## config.mk

```make
export PLATFORM = sky130hd
export DESIGN_NAME = arbiter_wrr
export DESIGN_NICKNAME = d
export VERILOG_FILES = /design/src/rtl/arbiter_wrr.sv
export SDC_FILE = /design/constraint.sdc
export NUM_CORES = 1
export LEC_CHECK = 0
export ABC_AREA = 0
export BUFFER_PORTS_ARGS = -buffer_cell sky130_fd_sc_hd__clkbuf_2
export CORE_MARGIN = 2
export CORE_UTILIZATION = 45
export DETAILED_ROUTE_END_ITERATION = 12
export SYNTH_ARGS = -nofsm -noshare
export SYNTH_HDL_FRONTEND = slang
export SYNTH_SLANG_ARGS = --single-unit
```

## constraint.sdc

```tcl
create_clock -name clk -period 8.9 [get_ports clk]
set_input_delay 0 -clock clk [delete_from_list [all_inputs] [get_ports clk]]
set_output_delay 0 -clock clk [all_outputs]
set_load 0.05 [all_outputs]
```

## src/rtl/arbiter_wrr.sv

```systemverilog
// rtl/arbiter_wrr.sv - weighted round-robin / fixed-priority request arbiter
//
// Ports:
//   clk      rising-edge clock
//   rst      asynchronous active-low reset
//   mode     0 = weighted round-robin, 1 = fixed priority (lowest index wins)
//   request  one level-sensitive request bit per port
//   weight   per-port quota, port i at [i*WEIGHT_W +: WEIGHT_W]; value W buys W+1 cycles
//   grant    registered one-hot grant, all-zero when idle
//   select   registered binary index of the granted port, 0 when idle
//   active   registered, high whenever a grant bit is set
`timescale 1ns/1ps

module arbiter_wrr #(
    parameter int NUM_PORTS = 9,
    parameter int WEIGHT_W  = 4,
    parameter int SEL_WIDTH = (NUM_PORTS > 1) ? $clog2(NUM_PORTS) : 1
) (
    input  logic                          clk,
    input  logic                          rst,
    input  logic                          mode,
    input  logic [NUM_PORTS-1:0]          request,
    input  logic [NUM_PORTS*WEIGHT_W-1:0] weight,
    output logic [NUM_PORTS-1:0]          grant,
    output logic [SEL_WIDTH-1:0]          select,
    output logic                          active
);

    // Last granted index; reset to the top port so port 0 wins the first
    // round-robin search.
    localparam logic [SEL_WIDTH-1:0] PTR_RESET = SEL_WIDTH'(NUM_PORTS - 1);

    // Remaining extra grant cycles for the current owner. The owner itself
    // is the select register: it is only meaningful while active is high.
    logic [WEIGHT_W-1:0]  count;
    logic [SEL_WIDTH-1:0] pointer;

    logic [NUM_PORTS-1:0] nxt_grant;
    logic [SEL_WIDTH-1:0] nxt_select;
    logic                 nxt_active;
    logic [WEIGHT_W-1:0]  nxt_count;
    logic [SEL_WIDTH-1:0] nxt_pointer;

    logic [NUM_PORTS-1:0] owner_bit;
    logic [NUM_PORTS-1:0] others;
    logic [NUM_PORTS-1:0] cand;
    logic                 cand_fixed;
    logic                 do_arb;
    logic [SEL_WIDTH-1:0] win;

    // First requesting port found cyclically starting at ptr+1. The index is
    // formed in int arithmetic and reduced modulo NUM_PORTS, so the pointer
    // never wraps through its own width.
    function automatic logic [SEL_WIDTH-1:0] rr_pick(
        input logic [NUM_PORTS-1:0] req,
        input logic [SEL_WIDTH-1:0] ptr
    );
        logic found;
        int   idx;
        rr_pick = '0;
        found   = 1'b0;
        for (int k = 1; k <= NUM_PORTS; k++) begin
            idx = (int'(ptr) + k) % NUM_PORTS;
            if (!found && req[idx]) begin
                found   = 1'b1;
                rr_pick = SEL_WIDTH'(idx);
            end
        end
    endfunction

    // Lowest-index requesting port.
    function automatic logic [SEL_WIDTH-1:0] fp_pick(
        input logic [NUM_PORTS-1:0] req
    );
        fp_pick = '0;
        for (int i = NUM_PORTS - 1; i >= 0; i--) begin
            if (req[i]) begin
                fp_pick = SEL_WIDTH'(i);
            end
        end
    endfunction

    // Masks relative to the current owner.
    always_comb begin
        owner_bit         = '0;
        owner_bit[select] = 1'b1;
        others            = request & ~owner_bit;
    end

    // Decide whether this edge is an arbitration decision and which request
    // set it searches. Mode is only looked at here, so a mode change never
    // cuts a running quota short.
    always_comb begin
        do_arb     = 1'b0;
        cand       = '0;
        cand_fixed = mode;
        if (!active) begin
            if (|request) begin
                do_arb = 1'b1;
                cand   = request;
            end
        end else if (!request[select]) begin
            // Owner released: hand over with no idle bubble if anyone waits.
            if (|others) begin
                do_arb = 1'b1;
                cand   = others;
            end
        end else if (count == '0) begin
            if (|others) begin
                // Quota spent with competition: round-robin excludes the
                // owner, fixed priority lets it compete on index.
                do_arb = 1'b1;
                cand   = mode ? request : others;
            end else begin
                // Sole requester keeps the grant with a fresh quota.
                do_arb = 1'b1;
                cand   = owner_bit;
            end
        end
    end

    always_comb begin
        win = cand_fixed ? fp_pick(cand) : rr_pick(cand, pointer);
    end

    // Next-state for the registered outputs, counter and pointer.
    always_comb begin
        nxt_grant   = grant;
        nxt_select  = select;
        nxt_active  = active;
        nxt_count   = count;
        nxt_pointer = pointer;
        if (do_arb) begin
            nxt_grant      = '0;
            nxt_grant[win] = 1'b1;
            nxt_select     = win;
            nxt_active     = 1'b1;
            // Weight is sampled only here; later changes wait for the next win.
            nxt_count      = weight[win*WEIGHT_W +: WEIGHT_W];
            nxt_pointer    = win;
        end else if (active && request[select] && (count != '0)) begin
            nxt_count = count - WEIGHT_W'(1);
        end else if (active) begin
            // Owner dropped and nobody else is asking.
            nxt_grant  = '0;
            nxt_select = '0;
            nxt_active = 1'b0;
            nxt_count  = '0;
        end
    end

    always_ff @(posedge clk or negedge rst) begin
        if (!rst) begin
            grant   <= '0;
            select  <= '0;
            active  <= 1'b0;
            count   <= '0;
            pointer <= PTR_RESET;
        end else begin
            grant   <= nxt_grant;
            select  <= nxt_select;
            active  <= nxt_active;
            count   <= nxt_count;
            pointer <= nxt_pointer;
        end
    end

endmodule

```

==> results_dict.tcl, run 1 <==
set metrics [dict create \
    crit_end "count[0]" \
    wirelength_um 25300 \
    whs_ns 0.107 \
    rows 46 \
    start_util 0.461 \
    crit_path_max_fanout 32 \
    yosysMostFrequentCell "nand2_1" \
    cts.sinks 22 \
    yosys.area.top_type "ha_1" \
    maxSlewViolCount 0 \
    numCtsBuffers 3 \
    worstMarginPinSlew_ns 1.07 \
    ys.flop_type "dfrtp_1" \
    drtIter0Drc 935 \
    hold_viol 0 \
    timing.rr.start "pointer[0]" \
    dieArea_sq_um 17300 \
    cts.repair.resized 0 \
    io_buffers 61 \
    gp_congestion 0.984 \
    ys_types 117 \
    insertedDiodeCount 0 \
    synthXorXnorAreaFrac 0.0368 \
    clock_path_buffers 2 \
    synth_compound_area_frac 0.383 \
    holdBufCountCts 1 \
    setup_violations 0 \
    synth_edf_count 0 \
    path_class "reg -> reg" \
    crit_required_ns 9.05 \
    clock_latency_ns 0.26 \
    die_h_um 132 \
    cts_setup_buffers 0 \
    layout-area-overhead-vs-synth_pct 7.08 \
    min_path_type "in -> reg" \
    grt-ovfl-total 0 \
    maxCapViolCount 0 \
    layout-drive-gt1-share 0.151 \
    final_cell_area_sq_um 7840 \
    worstPathArrival_ns 7.93 \
    syn-num-nets 1100 \
    dpl_cell_area_sq_um 7720 \
    syn_inst 998 \
    die_w_um 132 \
    synth-simple-area-share 0.298 \
    tns_ns 0 \
    nets 1126 \
    outcome "finished, final reports clean" \
    async_flop_share 1.00 \
    synth_common_cells "nand2_1 (99), nor2_1 (57), ha_1 (54), o21ai_0 (54), a21oi_1 (47)" \
    r2r_cells 23 \
    synth.top_cell.area_share 0.0923 \
    regArea_sq_um 553 \
    multi_input_area_sq_um 6350 \
    synth_fa_ha_area_frac 0.0923 \
    final.min_clock_period_ns 7.78 \
    finalCritPeriodShare 0.874 \
    grt_pass1_wl_um 41000 \
    cp-start-kind "flop" \
    r2r_slack_ns 1.12 \
    htreeDepth 1 \
    grt_pass1_vias 7617 \
    fmax_ghz 0.128 \
    cts_tree "done" \
    synthTopCellsByArea "ha_1 (9.2%), dfrtp_1 (7.2%), nand2_1 (5.1%)" \
    grt_setup_unrepaired "no" \
    cts-root-buf "clkbuf_16" \
    drtPass1Iterations 5 \
    fin_worst_skew_ns 0.00232 \
    slew_headroom 0.282 \
    dp_cells 1234 \
    yosysSeqAreaShare 0.0754 \
    netlist_area_sq_um 7320 \
    timing.rr.end "count[0]" \
    grt_util_all_layers 0.284 \
    synth_mux_area_frac 0.0576 \
    antenna_found_initial 0 \
    yosys_warnings 0 \
    instances_no_fill 1239 \
    syn_avg_cell_area_sq_um 7.33 \
    dr_total_vias 8298 \
    filler_cell_count 1698 \
    endpoint_kind "flop" \
    coreArea_sq_um 15900 \
    vias_per_cell 6.70 \
    drc 0 \
    startpoint "pointer[0]" \
    avgRoutedWirePerCell_um 20.4 \
    io_pins 62 \
    ys_ff_latch 22 \
    ant_nets 0 \
    synth_top_family_by_area "compound AO/OA/AOI/OAI gates" \
    hpwl_um 19400 \
    grt_max_degree 33 \
    cts.clk_slew.worst_paths_ns 0.06 \
]
worst min-delay path by stage:
stage / startpoint / end / slack, ns / depth (start not counted)
after global placement: rst / active / 0.03 / 1
after detailed placement: rst / active / 0.04 / 1
final: request[8] / active / 0.11 / 3
after CTS: request[8] / active / 0.11 / 3
after floorplan: rst / active / -0.30 / 0
after global routing: request[8] / active / 0.15 / 3
worst max-delay path: stages, from the launching register on:
cell,delay [ns]
dfrtp_2,0.78
ha_1,0.73
xnor2_2,0.28
inv_1,0.20
ha_1,0.27
or2_2,0.30
o41a_1,0.38
and2_1,0.19
xnor2_1,0.17
inv_1,0.09
ha_1,0.22
nor4b_1,0.41
a21boi_0,0.22
o21a_1,0.27
or2_2,0.33
o211ai_1,0.21
a21o_1,0.25
and3b_1,0.23
nand3_1,0.40
o41a_1,0.59
o21a_1,0.35
a211oi_1,0.36
nor4_1,0.10
o32a_1,0.33
registers in the layout (all words and copies together), names as in the netlist:
signal / flops
select: 4
count: 4
active: 1
pointer: 4
grant: 9
logic make-up after synthesis:
group | count (synthesis)
multiplexers | 40
adder cells (fa/ha/maj) | 54
AO/OA/AOI/OAI | 366
flip-flops | 22
XOR/XNOR | 29
buffers and inverters | 96
AND/OR/NAND/NOR | 391
layout make-up:
class	count	share of cell area
Tap cell	216	0.0345
Clock inverter	1	0.00383
Timing Repair Buffer	71	0.0489
Inverter	46	0.0220
Clock buffer	3	0.00958
Multi-Input combinational cell	880	0.811
Sequential cell	22	0.0706
layer usage:
metal	share of wire	vias up	wire, um	track usage
met1	0.46	3952	11500	0.405
met3	0.072	39	1830	0.0343
met4	0.017	0	427	0.0646
met2	0.46	345	11500	0.458
li1	-	3962	-	-
met5	0	-	0	0
metrics by stage:
stage / utilization / setup slack [ns]
5_1_grt: 0.493 / 0.378
3_5_place_dp: 0.486 / 1.33
2_1_floorplan: - / 2.36
6_report: 0.493 / 1.12
4_1_cts: 0.493 / 1.29
3_3_place_gp: 0.486 / 1.43
placed cells by master (no fill, tap or decap), types with 6 or more instances in the layout:
master,count
a211o_1,10
buf_4,9
and2_1,9
nand4_1,11
o21ai_0,54
or2_2,12
nand2b_1,20
o21ai_1,7
a22oi_1,7
nor4_1,15
nand3b_1,9
nand2_1,99
inv_1,41
nor2_1,57
and3_1,8
nor3_1,29
a211oi_1,25
nor2b_1,16
or3_1,7
mux2_2,11
xnor2_1,23
o2111ai_1,7
clkbuf_2,61
o221ai_1,7
o22ai_1,9
a21o_1,9
o211ai_1,19
o32a_1,6
nand4b_1,7
o31ai_1,8
a22o_1,6
a31oi_1,13
ha_1,54
mux2i_1,25
o21a_1,23
nand3_1,37
dfrtp_1,20
a21oi_1,47
a2111oi_0,7
Power of run 1 is not shown: default switching activity piles up to over one toggle a cycle in this logic, so the estimate is an artifact.
==> run 2: changes to the inputs <==
--- a/config.mk
+++ b/config.mk
@@ -14,2 +14,3 @@
 export SYNTH_HDL_FRONTEND = slang
 export SYNTH_SLANG_ARGS = --single-unit
+export TNS_END_PERCENT = 10
==> constraint.sdc (replaced) <==
create_clock -name clk -period 8.9 [get_ports clk]
set_input_delay 0.445 -clock clk [delete_from_list [all_inputs] [get_ports clk]]
set_output_delay 0.445 -clock clk [all_outputs]
set_load 0.05 [all_outputs]
==> results_dict.tcl, run 2 (synthesis results as in run 1) <==
set metrics [dict create \
    outcome "finished, final reports clean" \
    max_stage_delay_ns 0.77 \
    drtIter0Drc 843 \
    avgRoutedWirePerCell_um 20.5 \
    wirelength_um 25300 \
    io_buffers 61 \
    final.min_clock_period_ns 7.74 \
    antenna_found_initial 0 \
    layout-area-overhead-vs-synth_pct 6.94 \
    start_util 0.461 \
    die_w_um 132 \
    maxSlewViolCount 0 \
    setup_violations 0 \
    insertedDiodeCount 0 \
    regMostFlops "grant" \
    dieArea_sq_um 17300 \
    fmax_ghz 0.129 \
    crit_path_max_fanout 32 \
    cts_tree "done" \
    wl_met2_um 11500 \
    cts.sinks 22 \
    cp-start-kind "flop" \
    clock_latency_ns 0.26 \
    tns_ns 0 \
    hpwl_um 19400 \
    cts.clk_slew.worst_paths_ns 0.06 \
    nets 1125 \
    mostFrequentLayoutCells "nand2_1 (99), clkbuf_2 (61), nor2_1 (57)" \
    numCtsBuffers 3 \
    cp_slowest_cell "dfrtp_2" \
    path_buf_inv 2 \
    htreeDepth 1 \
    drc 0 \
    io_pins 62 \
    grt_pass1_wl_um 41000 \
    grt_pass1_vias 7615 \
    path_class "reg -> reg" \
    grt-ovfl-total 0 \
    maxCapViolCount 0 \
    cpMostUsedCell "ha_1" \
    slew_headroom 0.292 \
    die_h_um 132 \
    crit_required_ns 9.05 \
    critPathTopFamily "compound AO/OA/AOI/OAI gates" \
    crit_chain "ha_1 > xnor2_2 > inv_1 > ha_1 > or2_2 > o41a_1 > and2_1 > xnor2_1 > inv_1 > ha_1 > nor4b_1 > a21boi_0 > o21a_1 > or2_2 > o211ai_1 > a21o_1 > and3b_1 > nand3_1 > o41a_1 > o21a_1 > a211oi_1 > nor4_1 > o32a_1" \
    clock_path_buffers 2 \
    layout_commonest_cell "nand2_1" \
    dr_total_vias 8269 \
    rows 46 \
    wl_met1_um 11800 \
    finalCritPeriodShare 0.870 \
    coreArea_sq_um 15900 \
    ant_nets 0 \
    layout-drive-gt1-share 0.151 \
    cts.repair.resized 0 \
    grt_setup_unrepaired "no" \
    dr.max_layer_used "met4" \
    endpoint_kind "flop" \
    cts-root-buf "clkbuf_16" \
    largest_reg_flops 9 \
    filler_cell_count 1698 \
    gp_congestion 0.984 \
    vias_per_cell 6.68 \
    worstPathArrival_ns 7.89 \
    min_path_type "in -> async" \
    cts_setup_buffers 0 \
    wl_met3_um 1570 \
    grt_max_degree 33 \
    drtPass1Iterations 6 \
    grt_util_all_layers 0.284 \
    worstMarginPinSlew_ns 1.06 \
    holdBufCountCts 0 \
    hold_viol 0 \
    fin_worst_skew_ns 0.00204 \
]
run 2: cell count changes in the layout (fill, tap and decap cells not counted), sizes merged:
cell | previous run | this run
dlygate4sd3 | 1 | 0
run 2: path summary, 6_finish.rpt:
| path | start | end | slack [ns] | cells past startpoint |
|---|---|---|---|---|
| worst max-delay path | pointer[0] | count[3] | 1.16 | 23 |
| worst min-delay path | rst | active | 0.18 | 1 |
| worst max register to register | pointer[0] | count[3] | 1.16 | 23 |
| worst min register to register | grant[8] | grant[8] | 0.49 | 2 |
| max in group asynchronous | rst | pointer[0] | 8.28 | 1 |
| min in group clk | grant[8] | grant[8] | 0.49 | 2 |
run 2: routing by layer:
layer  track usage  vias to the layer above
li1              -                     3954
met1         0.405                     3949
met2         0.458                      325
met3        0.0343                       41
met4        0.0646                        0
met5             0                        -
run 2: layout make-up:
type                       count  area (sq um)  share of cell area
multi-input combinational    880          6350               0.812
clock inverter                 1          30.0             0.00384
sequential                    22           553              0.0707
timing repair buffer          70           373              0.0476
tap                          216           270              0.0345
clock buffer                   3          75.1             0.00959
inverter                      46           173              0.0221
run 2: worst register-to-register path, cell delays in order (launching register included):
cell	delay, ns
dfrtp_2	0.77
ha_1	0.72
xnor2_2	0.29
inv_1	0.21
ha_1	0.27
or2_2	0.30
o41a_1	0.37
and2_1	0.19
xnor2_1	0.18
inv_1	0.09
ha_1	0.22
nor4b_1	0.40
a21boi_0	0.22
o21a_1	0.27
or2_2	0.33
o211ai_1	0.22
a21o_1	0.25
and3b_1	0.23
nand3_1	0.41
o41a_1	0.59
o21a_1	0.35
a211oi_1	0.34
nor4_1	0.09
o32a_1	0.33
run 2: metrics by stage:
step,instance area (sq um),setup WS (ns),std cells,hold WS (ns),utilization
after CTS,7830,1.29,1238,0.203,0.493
after floorplan,7320,2.36,998,0.149,-
after detailed placement,7720,1.33,1234,0.475,0.486
final,7830,1.16,1238,0.176,0.493
after global routing,7830,0.378,1238,0.229,0.493
after global placement,7720,1.43,1234,0.462,0.486
Power of run 2 is left out for the same reason.
